<file path="config.mk">
export PLATFORM = sky130hd
export DESIGN_NAME = ula_sequencer_flat
export DESIGN_NICKNAME = d
export VERILOG_FILES = /design/src/rtl/ula_sequencer_if.sv /design/src/rtl/ula_sequencer.sv /design/src/flat_wrapper.sv
export SDC_FILE = /design/constraint.sdc
export NUM_CORES = 1
export LEC_CHECK = 0
export BUFFER_PORTS_ARGS = -buffer_cell sky130_fd_sc_hd__buf_2
export CAP_MARGIN = 20
export CORE_MARGIN = 2
export CORE_UTILIZATION = 45
export CTS_BUF_LIST = sky130_fd_sc_hd__clkbuf_4 sky130_fd_sc_hd__clkbuf_8
export DETAILED_ROUTE_END_ITERATION = 10
export PLACE_DENSITY = 0.67
export SYNTH_ARGS = -nofsm -noshare
export SYNTH_HDL_FRONTEND = slang
export SYNTH_SLANG_ARGS = --single-unit
</file>
<file path="constraint.sdc">
create_clock -name clk -period 2.22 [get_ports clk]
set_clock_uncertainty 0.2 [all_clocks]
set_input_delay 0.222 -clock clk [delete_from_list [all_inputs] [get_ports clk]]
set_output_delay 0.222 -clock clk [all_outputs]
set_load 0.005 [all_outputs]
</file>
<file path="src/rtl/ula_sequencer_if.sv">
// Command handshake and ULA drive/return lines of the ULA sequencer.
interface ula_sequencer_if;
  // command side
  logic       startSEQ;
  logic [3:0] opSEQ;
  logic [3:0] aInSEQ;
  logic [3:0] bInSEQ;
  logic       busySEQ;
  logic       doneSEQ;
  logic [3:0] resultSEQ;
  logic [3:0] remSEQ;
  logic       flagSEQ;
  // ULA side
  logic [3:0] aToULA;
  logic [3:0] bToULA;
  logic [2:0] selectToULA;
  logic [3:0] resultFromULA;
  logic       statusFromULA;

  // Requester: issues commands, owns the ULA, reads results.
  modport master (
    output startSEQ, opSEQ, aInSEQ, bInSEQ, resultFromULA, statusFromULA,
    input  busySEQ, doneSEQ, resultSEQ, remSEQ, flagSEQ,
           aToULA, bToULA, selectToULA
  );

  // Sequencer: accepts commands and drives the ULA.
  modport slave (
    input  startSEQ, opSEQ, aInSEQ, bInSEQ, resultFromULA, statusFromULA,
    output busySEQ, doneSEQ, resultSEQ, remSEQ, flagSEQ,
           aToULA, bToULA, selectToULA
  );
endinterface

</file>
<file path="src/rtl/ula_sequencer.sv">
// Multi-cycle controller sequencing a 4-bit ULA: single ops, MUL by repeated
// ADD, DIV by MENOR-compare / SUB loop, behind a start/busy/done handshake.
module ula_sequencer (
  input  logic           clk,
  input  logic           rst,
  ula_sequencer_if.slave bus
);

  localparam int unsigned DW  = 4;
  localparam int unsigned SW  = 3;

  localparam logic [SW-1:0] SEL_ADD   = 3'd0;
  localparam logic [SW-1:0] SEL_SUB   = 3'd1;
  localparam logic [SW-1:0] SEL_IGUAL = 3'd3;
  localparam logic [SW-1:0] SEL_MAIOR = 3'd4;
  localparam logic [SW-1:0] SEL_MENOR = 3'd5;

  typedef enum logic [2:0] {
    S_IDLE,
    S_EXEC,
    S_MUL_LOOP,
    S_DIV_CMP,
    S_DIV_SUB,
    S_DONE
  } state_t;

  state_t        state_q, state_d;
  logic [DW-1:0] opa_q, opa_d;
  logic [DW-1:0] opb_q, opb_d;
  logic [SW-1:0] sel_q, sel_d;
  logic [DW-1:0] acc_q, acc_d;
  logic [DW-1:0] cnt_q, cnt_d;
  logic          ovf_q, ovf_d;
  logic [DW-1:0] rem_q, rem_d;
  logic [DW-1:0] quo_q, quo_d;
  logic [DW-1:0] result_q, result_d;
  logic [DW-1:0] remout_q, remout_d;
  logic          flag_q, flag_d;

  logic [DW-1:0] ula_a_c;
  logic [DW-1:0] ula_b_c;
  logic [SW-1:0] ula_sel_c;

  // State and datapath registers; reset aborts any command in flight.
  always_ff @(posedge clk or posedge rst) begin
    if (rst) begin
      state_q  <= S_IDLE;
      opa_q    <= '0;
      opb_q    <= '0;
      sel_q    <= '0;
      acc_q    <= '0;
      cnt_q    <= '0;
      ovf_q    <= 1'b0;
      rem_q    <= '0;
      quo_q    <= '0;
      result_q <= '0;
      remout_q <= '0;
      flag_q   <= 1'b0;
    end else begin
      state_q  <= state_d;
      opa_q    <= opa_d;
      opb_q    <= opb_d;
      sel_q    <= sel_d;
      acc_q    <= acc_d;
      cnt_q    <= cnt_d;
      ovf_q    <= ovf_d;
      rem_q    <= rem_d;
      quo_q    <= quo_d;
      result_q <= result_d;
      remout_q <= remout_d;
      flag_q   <= flag_d;
    end
  end

  // Next-state, register updates and ULA drive for each state.
  always_comb begin
    state_d   = state_q;
    opa_d     = opa_q;
    opb_d     = opb_q;
    sel_d     = sel_q;
    acc_d     = acc_q;
    cnt_d     = cnt_q;
    ovf_d     = ovf_q;
    rem_d     = rem_q;
    quo_d     = quo_q;
    result_d  = result_q;
    remout_d  = remout_q;
    flag_d    = flag_q;
    ula_a_c   = '0;
    ula_b_c   = '0;
    ula_sel_c = SEL_ADD;

    unique case (state_q)
      S_IDLE: begin
        if (bus.startSEQ) begin
          opa_d = bus.aInSEQ;
          opb_d = bus.bInSEQ;
          sel_d = bus.opSEQ[SW-1:0];
          if (!bus.opSEQ[3]) begin
            state_d = S_EXEC;
          end else if (bus.opSEQ == 4'd8) begin
            acc_d   = '0;
            cnt_d   = bus.bInSEQ;
            ovf_d   = 1'b0;
            state_d = S_MUL_LOOP;
          end else if (bus.opSEQ == 4'd9 && bus.bInSEQ != '0) begin
            rem_d   = bus.aInSEQ;
            quo_d   = '0;
            state_d = S_DIV_CMP;
          end else if (bus.opSEQ == 4'd9) begin
            // divide by zero: saturated quotient, dividend as remainder
            result_d = 4'hF;
            remout_d = bus.aInSEQ;
            flag_d   = 1'b1;
            state_d  = S_DONE;
          end else begin
            result_d = '0;
            remout_d = '0;
            flag_d   = 1'b1;
            state_d  = S_DONE;
          end
        end
      end

      S_EXEC: begin
        ula_sel_c = sel_q;
        ula_a_c   = opa_q;
        ula_b_c   = opb_q;
        // IGUAL leaves the ULA result stale, so report 0 instead
        result_d  = (sel_q == SEL_IGUAL) ? '0 : bus.resultFromULA;
        flag_d    = (sel_q == SEL_IGUAL || sel_q == SEL_MAIOR || sel_q == SEL_MENOR)
                    ? bus.statusFromULA : 1'b0;
        remout_d  = '0;
        state_d   = S_DONE;
      end

      S_MUL_LOOP: begin
        ula_sel_c = SEL_ADD;
        ula_a_c   = acc_q;
        ula_b_c   = opa_q;
        if (cnt_q != '0) begin
          acc_d = bus.resultFromULA;
          cnt_d = cnt_q - 4'd1;
          ovf_d = ovf_q | (({1'b0, acc_q} + {1'b0, opa_q}) > 5'd15);
        end else begin
          result_d = acc_q;
          flag_d   = ovf_q;
          remout_d = '0;
          state_d  = S_DONE;
        end
      end

      S_DIV_CMP: begin
        ula_sel_c = SEL_MENOR;
        ula_a_c   = rem_q;
        ula_b_c   = opb_q;
        if (bus.statusFromULA) begin
          result_d = quo_q;
          remout_d = rem_q;
          flag_d   = 1'b0;
          state_d  = S_DONE;
        end else begin
          state_d = S_DIV_SUB;
        end
      end

      S_DIV_SUB: begin
        ula_sel_c = SEL_SUB;
        ula_a_c   = rem_q;
        ula_b_c   = opb_q;
        rem_d     = bus.resultFromULA;
        quo_d     = quo_q + 4'd1;
        state_d   = S_DIV_CMP;
      end

      S_DONE: begin
        state_d = S_IDLE;
      end

      default: begin
        state_d = S_IDLE;
      end
    endcase
  end

  assign bus.busySEQ     = (state_q != S_IDLE);
  assign bus.doneSEQ     = (state_q == S_DONE);
  assign bus.resultSEQ   = result_q;
  assign bus.remSEQ      = remout_q;
  assign bus.flagSEQ     = flag_q;
  assign bus.aToULA      = ula_a_c;
  assign bus.bToULA      = ula_b_c;
  assign bus.selectToULA = ula_sel_c;

endmodule
</file>
<file path="src/flat_wrapper.sv">
// flat-port wrapper written by rule: the top's interface ports become plain ports
module ula_sequencer_flat 
  (clk, rst, bus_startSEQ, bus_opSEQ, bus_aInSEQ, bus_bInSEQ, bus_resultFromULA, bus_statusFromULA, bus_busySEQ, bus_doneSEQ, bus_resultSEQ, bus_remSEQ, bus_flagSEQ, bus_aToULA, bus_bToULA, bus_selectToULA);
  ula_sequencer_if bus_i ();
  input  logic clk;
  input  logic rst;
  input wire logic [$bits(bus_i.startSEQ)-1:0] bus_startSEQ;
  input wire logic [$bits(bus_i.opSEQ)-1:0] bus_opSEQ;
  input wire logic [$bits(bus_i.aInSEQ)-1:0] bus_aInSEQ;
  input wire logic [$bits(bus_i.bInSEQ)-1:0] bus_bInSEQ;
  input wire logic [$bits(bus_i.resultFromULA)-1:0] bus_resultFromULA;
  input wire logic [$bits(bus_i.statusFromULA)-1:0] bus_statusFromULA;
  output wire logic [$bits(bus_i.busySEQ)-1:0] bus_busySEQ;
  output wire logic [$bits(bus_i.doneSEQ)-1:0] bus_doneSEQ;
  output wire logic [$bits(bus_i.resultSEQ)-1:0] bus_resultSEQ;
  output wire logic [$bits(bus_i.remSEQ)-1:0] bus_remSEQ;
  output wire logic [$bits(bus_i.flagSEQ)-1:0] bus_flagSEQ;
  output wire logic [$bits(bus_i.aToULA)-1:0] bus_aToULA;
  output wire logic [$bits(bus_i.bToULA)-1:0] bus_bToULA;
  output wire logic [$bits(bus_i.selectToULA)-1:0] bus_selectToULA;
  assign bus_i.startSEQ = bus_startSEQ;
  assign bus_i.opSEQ = bus_opSEQ;
  assign bus_i.aInSEQ = bus_aInSEQ;
  assign bus_i.bInSEQ = bus_bInSEQ;
  assign bus_i.resultFromULA = bus_resultFromULA;
  assign bus_i.statusFromULA = bus_statusFromULA;
  assign bus_busySEQ = bus_i.busySEQ;
  assign bus_doneSEQ = bus_i.doneSEQ;
  assign bus_resultSEQ = bus_i.resultSEQ;
  assign bus_remSEQ = bus_i.remSEQ;
  assign bus_flagSEQ = bus_i.flagSEQ;
  assign bus_aToULA = bus_i.aToULA;
  assign bus_bToULA = bus_i.bToULA;
  assign bus_selectToULA = bus_i.selectToULA;
  ula_sequencer u_core (.clk(clk), .rst(rst), .bus(bus_i));
endmodule
</file>
# Yosys cells after proc, flatten, opt, wreduce, memory -nomap -nowiden
# Index checks and enable logic that the tools add are counted.
dict set report op_classes {
  n_reduce_logical 17
  n_addsub 3
  n_lt_le_gt_ge 1
  n_eq_ne 19
  n_mux 60
  bitwise 1
}
# operator count
set ops {}
lappend ops {{2-to-1 mux 4 bit} 31}
lappend ops {{case mux 4 bit (2 select lines)} 5}
lappend ops {{case mux 4 bit (4 select lines)} 2}
lappend ops {{2-to-1 mux 3 bit} 5}
lappend ops {{case mux 3 bit (5 select lines)} 1}
lappend ops {{== test 3 bit (second input constant)} 4}
lappend ops {{2-to-1 mux 1 bit} 12}
lappend ops {{inequality test 2 bit (second input constant)} 6}
lappend ops {{case mux 4 bit (3 select lines)} 1}
lappend ops {{nonzero test 4 bit} 3}
lappend ops {{AND reduction 5 bit} 2}
lappend ops {{== test 3 x 2 -> 1 bit (second input constant)} 3}
lappend ops {{case mux 3 bit (3 select lines)} 1}
lappend ops {{== test 4 bit (second input constant)} 2}
lappend ops {{AND reduction 7 bit} 1}
lappend ops {{inequality test 2 x 1 -> 1 bit (second input constant)} 3}
lappend ops {{adder 4 x 4 -> 5 bit} 1}
lappend ops {{greater-than comparator 5 x 4 -> 1 bit (second input constant)} 1}
lappend ops {{adder 4 x 1 -> 4 bit (second input constant)} 1}
lappend ops {{case mux 1 bit (4 select lines)} 1}
lappend ops {{AND reduction 2 bit} 2}
lappend ops {{nonzero test 2 bit} 2}
lappend ops {{subtractor 4 x 1 -> 4 bit (second input constant)} 1}
lappend ops {{== test 3 x 1 -> 1 bit (second input constant)} 1}
lappend ops {{8 further kinds} 9}
dict set report word_totals {
  output_inout_bits 22
  wordCells 113
  regBits 40
  input_bits 20
}

# Longest topological paths before layout
# Gate-level depths: netlist of run 1.
dict set report depth {
  ltp_word 7
  ltp_mapped 8
  mapped_depth_nobuf 7
}

# Least setup slack after synthesis of run 1
# Ideal clock, no wire load.
dict set report synth_timing {
  path_kind {register to register}
  startpoint {register u_core.state_q[0]}
  endpoint {register u_core.flag_q, in the netlist u_core.bus.flagSEQ}
  setup_ps 125
  stages_incl_launch_ff 5
  t_required_ps 1895
  period_less_slack_ps 1879
  arrival_ps 1555
  n_path_buf 0
  slack_ps 341
  path_cell_list {dfrtp_1 -> nor2_1 -> nand2_1 -> o211ai_4 -> mux2_2}
}
dict set report synth_via {
  elab_chain_len 3
  word_cells_on_any_way 13
  cone_classes {eq/ne: 9; mux: 1; reduce/logical: 3}
}
# element line
set synth_rtl {}
lappend synth_rtl {{start: declaration} ula_sequencer.sv:27} ;# state_t state_q, state_d;
lappend synth_rtl {{start signal: assignment} ula_sequencer.sv:60} ;# state_q <= state_d;
lappend synth_rtl {{== test 3 x 2 -> 1 bit (tied with other cells)} ula_sequencer.sv:93} ;# unique case (state_q)
lappend synth_rtl {{inequality test 2 bit (no line) / nonzero test 4 bit (equally long branches)} --}
lappend synth_rtl {{AND reduction 7 bit (no line)} --}
lappend synth_rtl {{end signal: assignment} ula_sequencer.sv:71} ;# flag_q <= flag_d;
lappend synth_rtl {{end: declaration} ula_sequencer.sv:38} ;# logic flag_q, flag_d;
# Parallel ways exist; a longest one is shown, timed or not.
# A chain may end at the register's enable or synchronous reset.

# Worst setup path after layout of run 1
dict set report layout_timing {
  startpoint {register u_core.state_q[1]}
  endpoint {output port bus_aToULA[3]}
}
dict set report layout_via {
  elab_chain_len 3
  word_cells_on_any_way 6
  cone_classes {eq/ne: 4; mux: 1; reduce/logical: 1}
}
# element line
set layout_rtl {}
lappend layout_rtl {{== test 3 bit / == test 3 x 2 -> 1 bit (equally long branches)} ula_sequencer.sv:93}
lappend layout_rtl {{OR reduction 2 bit (no line)} --}
lappend layout_rtl {{case mux 4 bit (3 select lines) *} ula_sequencer.sv:93}
lappend layout_rtl {{end: declaration} flat_wrapper.sv:18} ;# output wire logic [$bits(bus_i.aToULA)-1:0] bus_aToULA;
# Every way passes the cells marked *; elsewhere a longest branch is shown, timed or not.

==> results of run 1 <==
synth_stat cells, drive strengths merged (3+ instances only):
library cell,n,area [um^2]
nor3b,3,33.8
buf,5,37.5
clkbuf,4,15.0
a22oi,8,60.1
o22a,3,26.3
nor2,13,51.3
a221o,4,40.0
mux2,24,270
a21oi,6,30.0
inv,5,18.8
nor2b,5,31.3
a22o,4,35.0
o21ai,22,114
nand2,30,113
nor3,3,20.0
mux2i,4,40.0
nand2b,4,25.0
dfrtp,40,1000
ha,5,62.6
sequential cells by signal, summed over array words and instances (netlist names), 4 cells and up:
| register | flops |
|---|---|
| u_core.acc_q | 4 |
| u_core.rem_q | 4 |
| u_core.quo_q | 4 |
| u_core.cnt_q | 4 |
| u_core.bus.resultSEQ | 4 |
| u_core.bus.remSEQ | 4 |
| u_core.opa_q | 4 |
| u_core.opb_q | 4 |
what timing repair did:
item	CTS	global route
endpoints found under the hold margin	45	0
hold buffers	6	0
endpoints found under the setup margin	4	10
setup buffers	0	1
resized for setup	2	9
area by class of cell:
type                    count  share of cell area
clock inverters             1              0.0106
inverters                   5             0.00662
clock buffers               7              0.0340
repair buffers             60               0.131
flip-flops and latches     40               0.354
multi-input cells         166               0.435
well taps                  67              0.0296
critical path: stages (launching register included):
cell and delay (ns):
dfrtp_2 0.42, buf_6 0.20, nor2b_1 0.14, buf_4 0.17, a22oi_1 0.09, o21ai_0 0.24
buf_2 0.16
metal layers:
metal | vias to the layer above | wire length [um] | track usage
met1 | 949 | 2700 | 0.316
met4 | 0 | 57 | 0.0565
met2 | 38 | 2660 | 0.327
met5 | - | 0 | 0
met3 | 7 | 173 | 0.0402
li1 | 918 | - | -
report_power, final:
| part | total (mW) | switching [mW] | internal (mW) |
|---|---|---|---|
| Combinational | 1.86 | 0.918 | 0.938 |
| Sequential | 1.34 | 0.291 | 1.05 |
| Clock | 0.655 | 0.259 | 0.397 |
cells by family (layout without fill, tap and decap cells):
group,after synthesis,in the layout,share of synthesized area
simple gates,70,70,0.165
xor+xnor,2,2,0.00768
flops,40,40,0.439
mux,28,28,0.136
compound gates,60,60,0.185
buf+inv,14,73,0.0313
fa+ha+maj,6,6,0.0362
metrics by stage:
| stage | utilization | cell area (um^2) | hold slack, ns | instances |
|---|---|---|---|---|
| final | 0.589 | 2840 | -0.000473 | 346 |
| after global routing | 0.589 | 2840 | 0.00166 | 346 |
| after CTS | 0.582 | 2800 | 0.000353 | 345 |
| after detailed placement | 0.541 | 2610 | 0.179 | 331 |
| after global placement | 0.541 | 2610 | 0.182 | 331 |
| after floorplan | - | 2280 | 0.139 | 220 |
placed cells by master, fill, tap and decap left out, drive strengths merged, types with 3 or more instances in the layout:
| cell type | count |
|---|---|
| inv | 5 |
| nor3b | 3 |
| mux2i | 4 |
| mux2 | 24 |
| a221o | 4 |
| nor2b | 5 |
| o22a | 3 |
| buf | 54 |
| a21oi | 6 |
| ha | 5 |
| nand2b | 4 |
| dfrtp | 40 |
| nand2 | 30 |
| a22o | 4 |
| a22oi | 8 |
| clkbuf | 7 |
| nor3 | 3 |
| dlygate4sd3 | 6 |
| o21ai | 22 |
| nor2 | 13 |
how the worst min path moves through the flow:
stage                                     from            endpoint  slack, ns  depth (start not counted)
after floorplan           bus_resultFromULA[0]     u_core.rem_q[0]       0.14                          2
after CTS                 bus_resultFromULA[0]     u_core.rem_q[0]     0.0004                          3
after detailed placement                   rst  u_core.bus.flagSEQ       0.18                          3
after global routing             bus_bInSEQ[2]     u_core.opb_q[2]      0.002                          2
after global placement                     rst   u_core.state_q[0]       0.18                          3
final                            bus_aInSEQ[0]     u_core.opa_q[0]    -0.0005                          2
==> results.md, run 1 <==
Finish:
- The register cell area after layout is 1000 um^2.
- The net count of the finished layout is 304.
- Summing all multi-input logic gate instances after layout gives around 1200 um^2.
- The relative area change from synthesis to final layout is 24.4%.
- The number of filler instances in the final layout is 426.
- The number of antenna diodes is 0.
- In the final layout, the share of cells above drive strength 1 is 0.355.

GRT:
- Summed over all layers, the global routing overflow is 0.
- Entering global routing, the biggest net connects 41 pins.
- The global routing usage summed across all routing layers is 0.215.
- The number of global-route vias before repair is 1781.
- The number of antenna violations at the first check in global routing is 0.
- The global-route wire length before repair is between 9 and 10 mm.

Synth:
- Synthesis handed over a netlist of 220 instances.
- For this run, the leading register cell type out of synthesis is dfrtp_1.
- The number of nets in the synthesized netlist is between 200 and 250.
- Counting flops with a built-in enable in the synthesized netlist gives 0.
- After synthesis, the share of flip-flops with an asynchronous set or reset is 1.00.
- The unique cell type count in the Yosys netlist is 47.
- The sequential cell area fraction in the yosys report is 0.439.
- The number of warnings issued by yosys is 0.
- The flip-flop and latch count after synthesis is 40.
- After synthesis, the mean cell area works out to roughly 10 um^2.
- The netlist area before placement is between 2000 and 2500 um^2.

STA:
- The number of slew-limit violations in the final report is 0.
- Timing would allow up to 468 MHz.
- The measured slew at the worst slew-check pin is 0.763 ns.
- The worst slew margin relative to its limit is 0.484.
- The least setup slack across all paths after layout is between 0.08 and 0.09 ns.
- After layout, the minimum clock period comes to around 2.1 ns.
- In the finished design, the share of the clock period the worst path needs comes to 0.963.
- On the final layout, the worst hold slack is -0.000473 ns.
- The post-route setup TNS is 0 ns.
- The number of setup violations in the final report is 0.
- The final number of hold-violating endpoints is 1.

Worst setup path:
- In this run the critical register-to-register path is captured at u_core.cnt_q[1].
- The data arrival time of the critical path is between 1.5 and 2 ns.
- The number of cells traversed by the worst register-to-register path is 6.
- The flop-to-flop setup slack is roughly 0.21 ns.
- The worst setup path is launched from a flop.
- The startpoint identified for the worst register-to-register timing path is u_core.state_q[2].
- The worst setup path startpoint is u_core.state_q[1].
- Data on the critical path is required at its endpoint by around 1.8 ns.
- The type of the setup path with the least slack is reg -> out.
- The critical path endpoint is bus_aToULA[3].
- The critical-path maximum fanout is 12.
- STA classifies the critical path endpoint as a primary output.

Power:
- In this run the static leakage power is around 1.3 nW.
- The power per unit of standard cell area is about 1400 nW/um^2.
- The overall power after layout is ~3.8 mW.
- The largest vdd supply drop is 0.693 mV.

Placed design:
- After legalization and detailed placement, the total HPWL measured ~4.1 mm.
- The quantity of I/O buffers inserted on ports is roughly 40.
- OpenSTA, run right after detailed placement, puts the worst setup slack at 0.167 ns.
- The congestion estimate from routability-driven global placement came to slightly above 0.8.

Job:
- Max-cap violations in this run came to 0.

Route:
- Once detail routing completed, the nets flagged for antenna violations numbered 0.
- Using the TritonRoute via totals, the vias-per-cell ratio works out to 5.53.
- The total via count after detailed routing is around 1.9k.
- The final wirelength is ~5.6 mm.
- In this run, the number of DRC markers left after iteration 0 of detailed routing was 158.
- For this run, the detailed router's first-pass iteration total came to 4.
- For this run, design rule violations remaining after detail routing come to 0.
- The routed length per instance is around 16 um.

Floorplan:
- The number of top-level pins is 42.
- The die extent in x is approximately 75 um.
- The die span in y is about 75 um.
- After floorplanning, the core was divided into 25 placement rows.
- The full die area is between 5000 and 6000 um^2.
- The core region is roughly 4800 um^2.
- The initial utilization of the core area, before any placement, comes to 0.474.

Hold path:
- The min-delay analysis places its worst path in the category in -> reg.

Clock tree:
- Counting along the longest clock path gives a buffer depth of 2.
- TritonCTS built the clock tree.
- The later pin in the worst-skew pair is clocked with a latency of 0.29 ns.
- Counting every sink on the clock net gives 40.
- The H-tree was split into 2 levels.
- The number of buffers added by the clock tree synthesis step is 5.
- Clock-pin slew was measured on the worst setup and hold paths at about 0.080 ns.
- CTS placed an instance of clkbuf_8 at the clock tree root.

Status:
- The final reports fail on hold timing.
- The flow ran to the end, but the final reports show violations.
Note: power is estimated with default switching activity, not from simulation.
==> run 2: changes to the inputs <==
Settings changed: CORE_UTILIZATION 45 to 30, PLACE_DENSITY 0.67 to 0.48.
==> run 2 against run 1 <==
Against the previous run:
- the run now ends clean
- hold slack improved by 0.0046 ns
- global-route usage fell by 6.7 points
- die area rose by 47%
- non-clock buffer count rose by 4
- cell area rose by 2.0%
- flip-flop and latch count did not move
- power fell by 1.4%
- core utilization fell by 19 points
- critical path depth did not move
- critical path type unchanged
- largest cell class unchanged
==> results.md, run 2 (synthesis gave the netlist of run 1 again) <==
Placed design:
- The final weighted congestion of routability-driven global placement is 0.798 (-2.1%).
- The final HPWL from detailed placement is 4.49 mm (+10%).
- The quantity of I/O buffers inserted on ports is 41 (unchanged).

Finish:
- The number of filler instances in the final layout is 758 (+78%).
- The fraction of layout cells with a size suffix above 1 came to 0.364 (+0.00912).
- The most frequent standard cell in the layout excluding fill and tap cells is buf_2.
- The number of antenna diodes is 0 (unchanged).
- Compared with the post-synthesis result, the final layout area differs by 26.9%.
- In the layout the commonest cells are 41 x buf_2, 38 x dfrtp_1, 29 x nand2_1.
- The number of nets in the final layout came to 308 (+1.3%).

Worst setup path:
- The kind of start point of the critical path is a flop.
- STA classifies the critical path endpoint as a primary output.
- The data arrival time of the critical path is 1.71 ns (about the same).
- By startpoint and endpoint, the worst setup path is classified as reg -> out.
- The required time at the worst-slack endpoint is 1.80 ns (about the same).
- The critical-path maximum fanout is 21 (+9).

STA:
- The final-layout worst hold slack is 0.00412 ns (+0.00459 ns).
- The number of setup violations in the final report was 0 (unchanged).
- Setup repair after global routing left no endpoint under its margin.
- The post-route setup TNS is 0 ns (unchanged).
- The worst slew margin relative to its limit is 0.478 (-0.00602).
- The final number of hold-violating endpoints was 0 (-1).
- The share of the cycle needed by the critical path after routing came to 0.960 (-0.00344).
- The fmax came to 469 MHz (+0.36%).
- The measured slew at the worst slew-check pin is 0.772 ns (+0.00891 ns).
- The number of slew-limit violations in the final report is 0 (unchanged).
- The time the worst path needs with I/O delays and setup is 2.13 ns (-0.00764 ns).

Floorplan:
- The die span in y was 91.2 um (+21%).
- The die extent in x is 91.2 um (+21%).
- The core region area is 7290 um^2 (+51%).
- The effective utilization at floorplan is 0.313 (-0.161).
- The full die area was 8320 um^2 (+47%).
- The number of top-level pins is 42 (unchanged).
- The number of cell rows was 31 (+24%).

Job:
- The number of maximum-capacitance violations came to 0 (unchanged).

Status:
- The flow ran to the end, and the final reports show no timing, DRC or antenna violations.

Route:
- The met3 wirelength from detailed routing is 210 um (+21%).
- The routed length per instance came to 15.6 um (-3.6%).
- The total via count after detailed routing came to 1889 (-1.2%).
- The final antenna-violating net count was 0 (unchanged).
- The met1 wire length is 2.90 mm (+7.3%).
- The uppermost signal routing layer after detailed routing is met4.
- The final wirelength is 5.95 mm (+6.4%).
- The count of routing violations after the opening detailed-route iteration is 84 (-47%).
- The detailed-route DRC error count is 0 (unchanged).
- The routed length on met2 came to 2.77 mm (+4.3%).
- The number of vias per cell after detailed routing is 4.95 (-11%).
- The number of detailed-routing iterations run before antenna repair came to 4 (unchanged).

Clock tree:
- The number of buffers added by the clock tree synthesis step is 5 (unchanged).
- The maximum root-to-sink buffer count came to 2 (unchanged).
- The tree is rooted in a clkbuf_8.
- The clock transition at the registers of the reported paths is 0.08 ns (about the same).
- The number of clock sinks seen by CTS is 40 (unchanged).
- The H-tree depth came to 2 (unchanged).
- The clock latency on the worst-skew pair is 0.29 ns (about the same).
- The CTS tree is yes.

GRT:
- The global-route wire length before repair is 9.60 mm (+6.5%).
- The pin count of the biggest net entering global routing is 41 (unchanged).
- The aggregate global routing overflow came to 0 (unchanged).
- The number of global-route vias before repair came to 1851 (+3.9%).
- The global routing usage summed across all routing layers is 0.148 (-0.0665).
- The number of antenna violations at the first check in global routing was 0 (unchanged).

Hold path:
- In this run the worst hold path is classified as in -> reg.

Power:
- The largest vdd supply drop is 0.560 mV (-19%).
- The power per unit of standard cell area is 1310 nW/um^2 (-3.4%).
- The static leakage was 1.31 nW (+1.4%).
- The overall power after layout came to 3.79 mW (-1.4%).
## run 2: per-stage QoR
step	setup WS, ns	util	instance area [um^2]	std cells
after floorplan	0.341	-	2280	220
after global placement	0.155	0.365	2660	363
after detailed placement	0.179	0.365	2660	363
after CTS	0.00705	0.388	2830	378
after global routing	0.00117	0.397	2890	382
final	0.0887	0.397	2890	382
## run 2: power by group
part           switching (mW)  leakage, nW  total [mW]  internal (mW)
logic                   0.910        0.761        1.92           1.01
clock network           0.253       0.0523       0.531          0.278
registers               0.297        0.498        1.34           1.05
## run 2: path summary, 6_finish.rpt
check / end / cells after the start / startpoint / slack [ns]
worst max-delay path: bus_aToULA[3] / 6 / u_core.state_q[0] / 0.09
worst min-delay path: u_core.rem_q[1] / 3 / bus_resultFromULA[1] / 0.004
worst max register to register: u_core.bus.resultSEQ[0] / 4 / u_core.state_q[2] / 0.20
worst min register to register: u_core.bus.remSEQ[1] / 1 / u_core.bus.remSEQ[1] / 0.30
max in group asynchronous: u_core.state_q[1] / 4 / rst / 1.01
min in group asynchronous: u_core.bus.resultSEQ[0] / 4 / rst / 0.42
## run 2: critical path, stage by stage (launching register included)
cell	delay (ns)
dfrtp_1	0.44
buf_12	0.19
nor2b_1	0.11
buf_4	0.17
a22oi_1	0.09
o21ai_0	0.25
buf_2	0.17
## run 2: layout make-up
class                      instances  area [um^2]  area share
inverter                           5         18.8     0.00649
clock buffer                       8         97.6      0.0337
timing repair buffer              64          420       0.145
tap                               99          124      0.0428
multi-input combinational        166         1230       0.425
sequential                        40         1000       0.347
## run 2: what timing repair did
| item | CTS | global route |
|---|---|---|
| hold endpoints to repair | 47 | 0 |
| pin swaps | 0 | 1 |
| setup endpoints to repair | 7 | 9 |
| gates resized for setup | 3 | 5 |
| buffers inserted | 0 | 4 |
| hold buffers | 7 | 0 |
## run 2: metal layers
layer | vias up | track usage
met5 | - | 0
met4 | 0 | 0.0391
met3 | 7 | 0.0299
met2 | 36 | 0.233
met1 | 915 | 0.208
li1 | 931 | -
==> run 3: changes to the inputs <==
Settings changed: ABC_AREA set to 1.
==> run 3 against run 2 <==
Against the previous run:
- the run now ends with hold timing left
- worst setup slack better by 0.042 ns
- sequential power decreased by 6%
- power shrank 1.8%
- routed wire length grew 11%
- cell area increased by 1.6%
- first-iteration DRC count up 20%
- synthesized cell count up 48%
- register-to-register slack improved by 0.16 ns
- global-route usage rose by 1.5 points
- sequential share of layout area down 0.62 points
- via count increased by 19%
- largest power group unchanged
==> results.md, run 3 <==
Finish:
- The post-route cell area came to 2940 um^2 (+1.6%).
- The number of filler instances in the final layout is 853 (+13%).
- The number of antenna diodes is 0 (unchanged).
- The area growth from synthesis to layout is 20.5%.
- The number of nets in the final layout came to 402 (+31%).
- In the layout the commonest cells are 91 x nand2_1, 41 x buf_2, 40 x dfrtp_1.
- The fraction of layout cells with a size suffix above 1 is 0.236 (-0.128).
- Leaving out fill and tap cells, the most frequent cell in the layout is nand2_1.

Worst setup path:
- The flop-to-flop setup slack is 0.36 ns (+0.16 ns).
- The reg-to-reg endpoint is u_core.bus.resultSEQ[0].
- The critical path is of the reg -> out type.
- The number of cells traversed by the worst register-to-register path was 10 (+6).
- The required time at the worst-slack endpoint is 1.80 ns (about the same).
- The startpoint of the lowest-slack register-to-register path is u_core.cnt_q[0].
- The critical-path maximum fanout is 10 (-52%).
- The critical path endpoint category is a primary output.
- The worst setup path is launched from a flop.
- The data arrival time of the critical path is 1.67 ns (-0.04 ns).

Clock tree:
- TritonCTS built the clock tree.
- The post-CTS setup-driven buffer insertion count is 0 (unchanged).
- The maximum root-to-sink buffer count is 2 (unchanged).
- The number of buffers added by the clock tree synthesis step came to 5 (unchanged).
- The H-tree depth is 2 (unchanged).
- The cell at the root of the clock tree is clkbuf_8.
- The clock transition at the registers of the reported paths was 0.10 ns (+0.02 ns).
- The number of clock sinks seen by CTS is 40 (unchanged).
- The clock latency on the worst-skew pair is 0.31 ns (+0.02 ns).

Floorplan:
- The number of cell rows is 32 (+3.2%).
- The full die area was 8870 um^2 (+6.6%).
- The die span in y came to 94.2 um (+3.3%).
- The core region area is 7810 um^2 (+7.1%).
- The number of top-level pins is 42 (unchanged).
- The effective utilization at floorplan is 0.312 (-0.000461).
- The die extent in x is 94.2 um (+3.3%).

STA:
- The final number of hold-violating endpoints came to 1 (+1).
- The time the worst path needs with I/O delays and setup came to 2.09 ns (-0.0422 ns).
- Setup repair after global routing left no endpoint under its margin.
- The measured slew at the worst slew-check pin is 0.538 ns (-0.235 ns).
- The fmax is 479 MHz (+2.0%).
- The share of the cycle needed by the critical path after routing came to 0.941 (-0.0190).
- The post-route setup TNS came to 0 ns (unchanged).
- The final-layout worst hold slack is -0.00195 ns (-0.00606 ns).
- The number of setup violations in the final report is 0 (unchanged).
- The number of slew-limit violations in the final report is 0 (unchanged).
- The worst slew margin relative to its limit is 0.642 (+0.164).

Synth:
- After synthesis, the cell types taking the most area are dfrtp_1 41%, nand2_1 14%, nand3_1 6.2%.
- The netlist area before placement is 2440 um^2 (+6.9%).
- Yosys instantiated no cell more often than nand2_1.
- The number of warnings issued by yosys is 0 (unchanged).
- The net count after synthesis is 351 (+43%).
- The unique cell type count in the Yosys netlist came to 26 (-45%).
- The share of synthesized registers carrying an async set or reset is 1.00 (unchanged).
- The sequential cell area fraction in the yosys report was 0.410 (-0.0284).
- The average instance area after synthesis is 7.50 um^2 (-28%).
- The instance count of the mapped netlist came to 325 (+48%).
- The fraction of synthesized cell area taken by the top area cell type is 0.410 (-0.0284).
- The flip-flop and latch count after synthesis is 40 (unchanged).
- The count of flip-flops with a built-in enable after synthesis is 0 (unchanged).
- Sorting the synthesized cells by how often they occur yields 91 x nand2_1, 40 x dfrtp_1, 36 x inv_1.
- The cell accounting for the most synthesized area is dfrtp_1.
- The most instantiated flip-flop cell in the synthesis netlist is dfrtp_1.

GRT:
- The global-route wire length before repair is 11.1 mm (+16%).
- The number of antenna violations at the first check in global routing came to 0 (unchanged).
- The global routing usage summed across all routing layers is 0.163 (+0.0148).
- The aggregate global routing overflow is 0 (unchanged).
- The number of global-route vias before repair is 2292 (+24%).
- The pin count of the biggest net entering global routing is 41 (unchanged).

Status:
- The flow ran to the end, but the final reports show violations.
- The final reports fail on hold timing.

Job:
- The number of maximum-capacitance violations is 0 (unchanged).

Placed design:
- The quantity of I/O buffers inserted on ports is 41 (unchanged).
- The instance area at placement is 2770 um^2 (+4.1%).
- The final HPWL from detailed placement is 5.12 mm (+14%).
- The final weighted congestion of routability-driven global placement is 0.775 (-2.9%).

Hold path:
- The path with the worst hold slack has its endpoint at u_core.acc_q[1].
- The worst hold path belongs to the class in -> reg.
- The startpoint identified for the worst hold timing path is bus_resultFromULA[1].
- The depth of the worst hold-timing path is 3 (unchanged).

Route:
- The total via count after detailed routing was 2245 (+19%).
- The routed length per instance is 13.8 um (-12%).
- The detailed-route DRC error count came to 0 (unchanged).
- The count of routing violations after the opening detailed-route iteration was 101 (+20%).
- The final wirelength came to 6.59 mm (+11%).
- The number of vias per cell after detailed routing is 4.69 (-5.2%).
- The final antenna-violating net count is 0 (unchanged).
- The number of detailed-routing iterations run before antenna repair is 4 (unchanged).

Power:
- The power per unit of standard cell area is 1270 nW/um^2 (-3.3%).
- The static leakage is 1.52 nW (+16%).
- The overall power after layout came to 3.72 mW (-1.8%).
- The largest vdd supply drop is 0.559 mV (-0.26%).
-- run 3: cell type report --
cell class              instances  area, um^2  share of cell area
flip-flops and latches         40        1000               0.341
repair buffers                 51         290              0.0988
clock inverters                 3        46.3              0.0158
inverters                      41         156              0.0532
well taps                     102         128              0.0434
clock buffers                   5        68.8              0.0234
multi-input cells             237        1250               0.425
-- run 3: metal layers --
| layer | track usage | wire length (um) | share of wire | vias to the layer above |
|---|---|---|---|---|
| met5 | 0 | 0 | 0 | - |
| met4 | 0.0435 | 74 | 0.011 | 0 |
| met3 | 0.0281 | 262 | 0.040 | 7 |
| met2 | 0.273 | 3060 | 0.46 | 46 |
| met1 | 0.217 | 3190 | 0.48 | 1039 |
| li1 | - | - | - | 1153 |
-- run 3: kinds of logic (layout without fill, tap and decap cells) --
kind of cell / after synthesis / count (layout) / synth area share
AOI/OAI and AO/OA: 56 / 56 / 0.146
xor gates and xnor gates: 2 / 2 / 0.00718
adders and majority gates: 6 / 6 / 0.0339
buffers and inverters: 48 / 100 / 0.0826
DFF: 40 / 40 / 0.410
and+or+nand+nor: 173 / 173 / 0.320
-- run 3: worst max-delay path, stage by stage (launching register included) --
cell      delay (ns)
dfrtp_1         0.52
inv_2           0.07
nand2_2         0.13
nor2_4          0.09
o21ai_0         0.20
o221ai_1        0.18
buf_2           0.16
-- run 3: where the power goes --
part | switching (mW) | internal [mW] | total (mW) | leakage, nW
sequential | 0.244 | 1.01 | 1.26 | 0.510
combinational | 1.15 | 0.672 | 1.82 | 0.959
clock | 0.307 | 0.339 | 0.646 | 0.0548
-- run 3: worst max-delay path by stage --
stage          cells past startpoint              end               from  slack (ns)
3_3_place_gp                       8  u_core.quo_q[0]  u_core.state_q[1]        0.36
3_5_place_dp                       8  u_core.quo_q[3]  u_core.state_q[0]        0.29
5_1_grt                            6    bus_aToULA[0]  u_core.state_q[0]        0.04
2_1_floorplan                      6    bus_bToULA[0]  u_core.state_q[0]        0.60
4_1_cts                            4    bus_aToULA[2]  u_core.state_q[2]        0.07
6_report                           6    bus_aToULA[2]  u_core.state_q[1]        0.13
-- run 3: stage by stage --
stage	hold slack, ns	std cells	worst slack [ns]	util
floorplan	0.178	325	0.595	-
global placement	0.189	467	0.364	0.355
detailed placement	0.193	467	0.290	0.355
CTS	0.000114	479	0.0679	0.375
global route	0.00571	479	0.0395	0.376
finish	-0.00195	479	0.131	0.376
-- run 3: repair_timing --
item,4_1_cts,5_1_grt
gates resized for setup,1,2
hold buffers,4,0
endpoints found under the setup margin,3,2
hold endpoints to repair,43,0
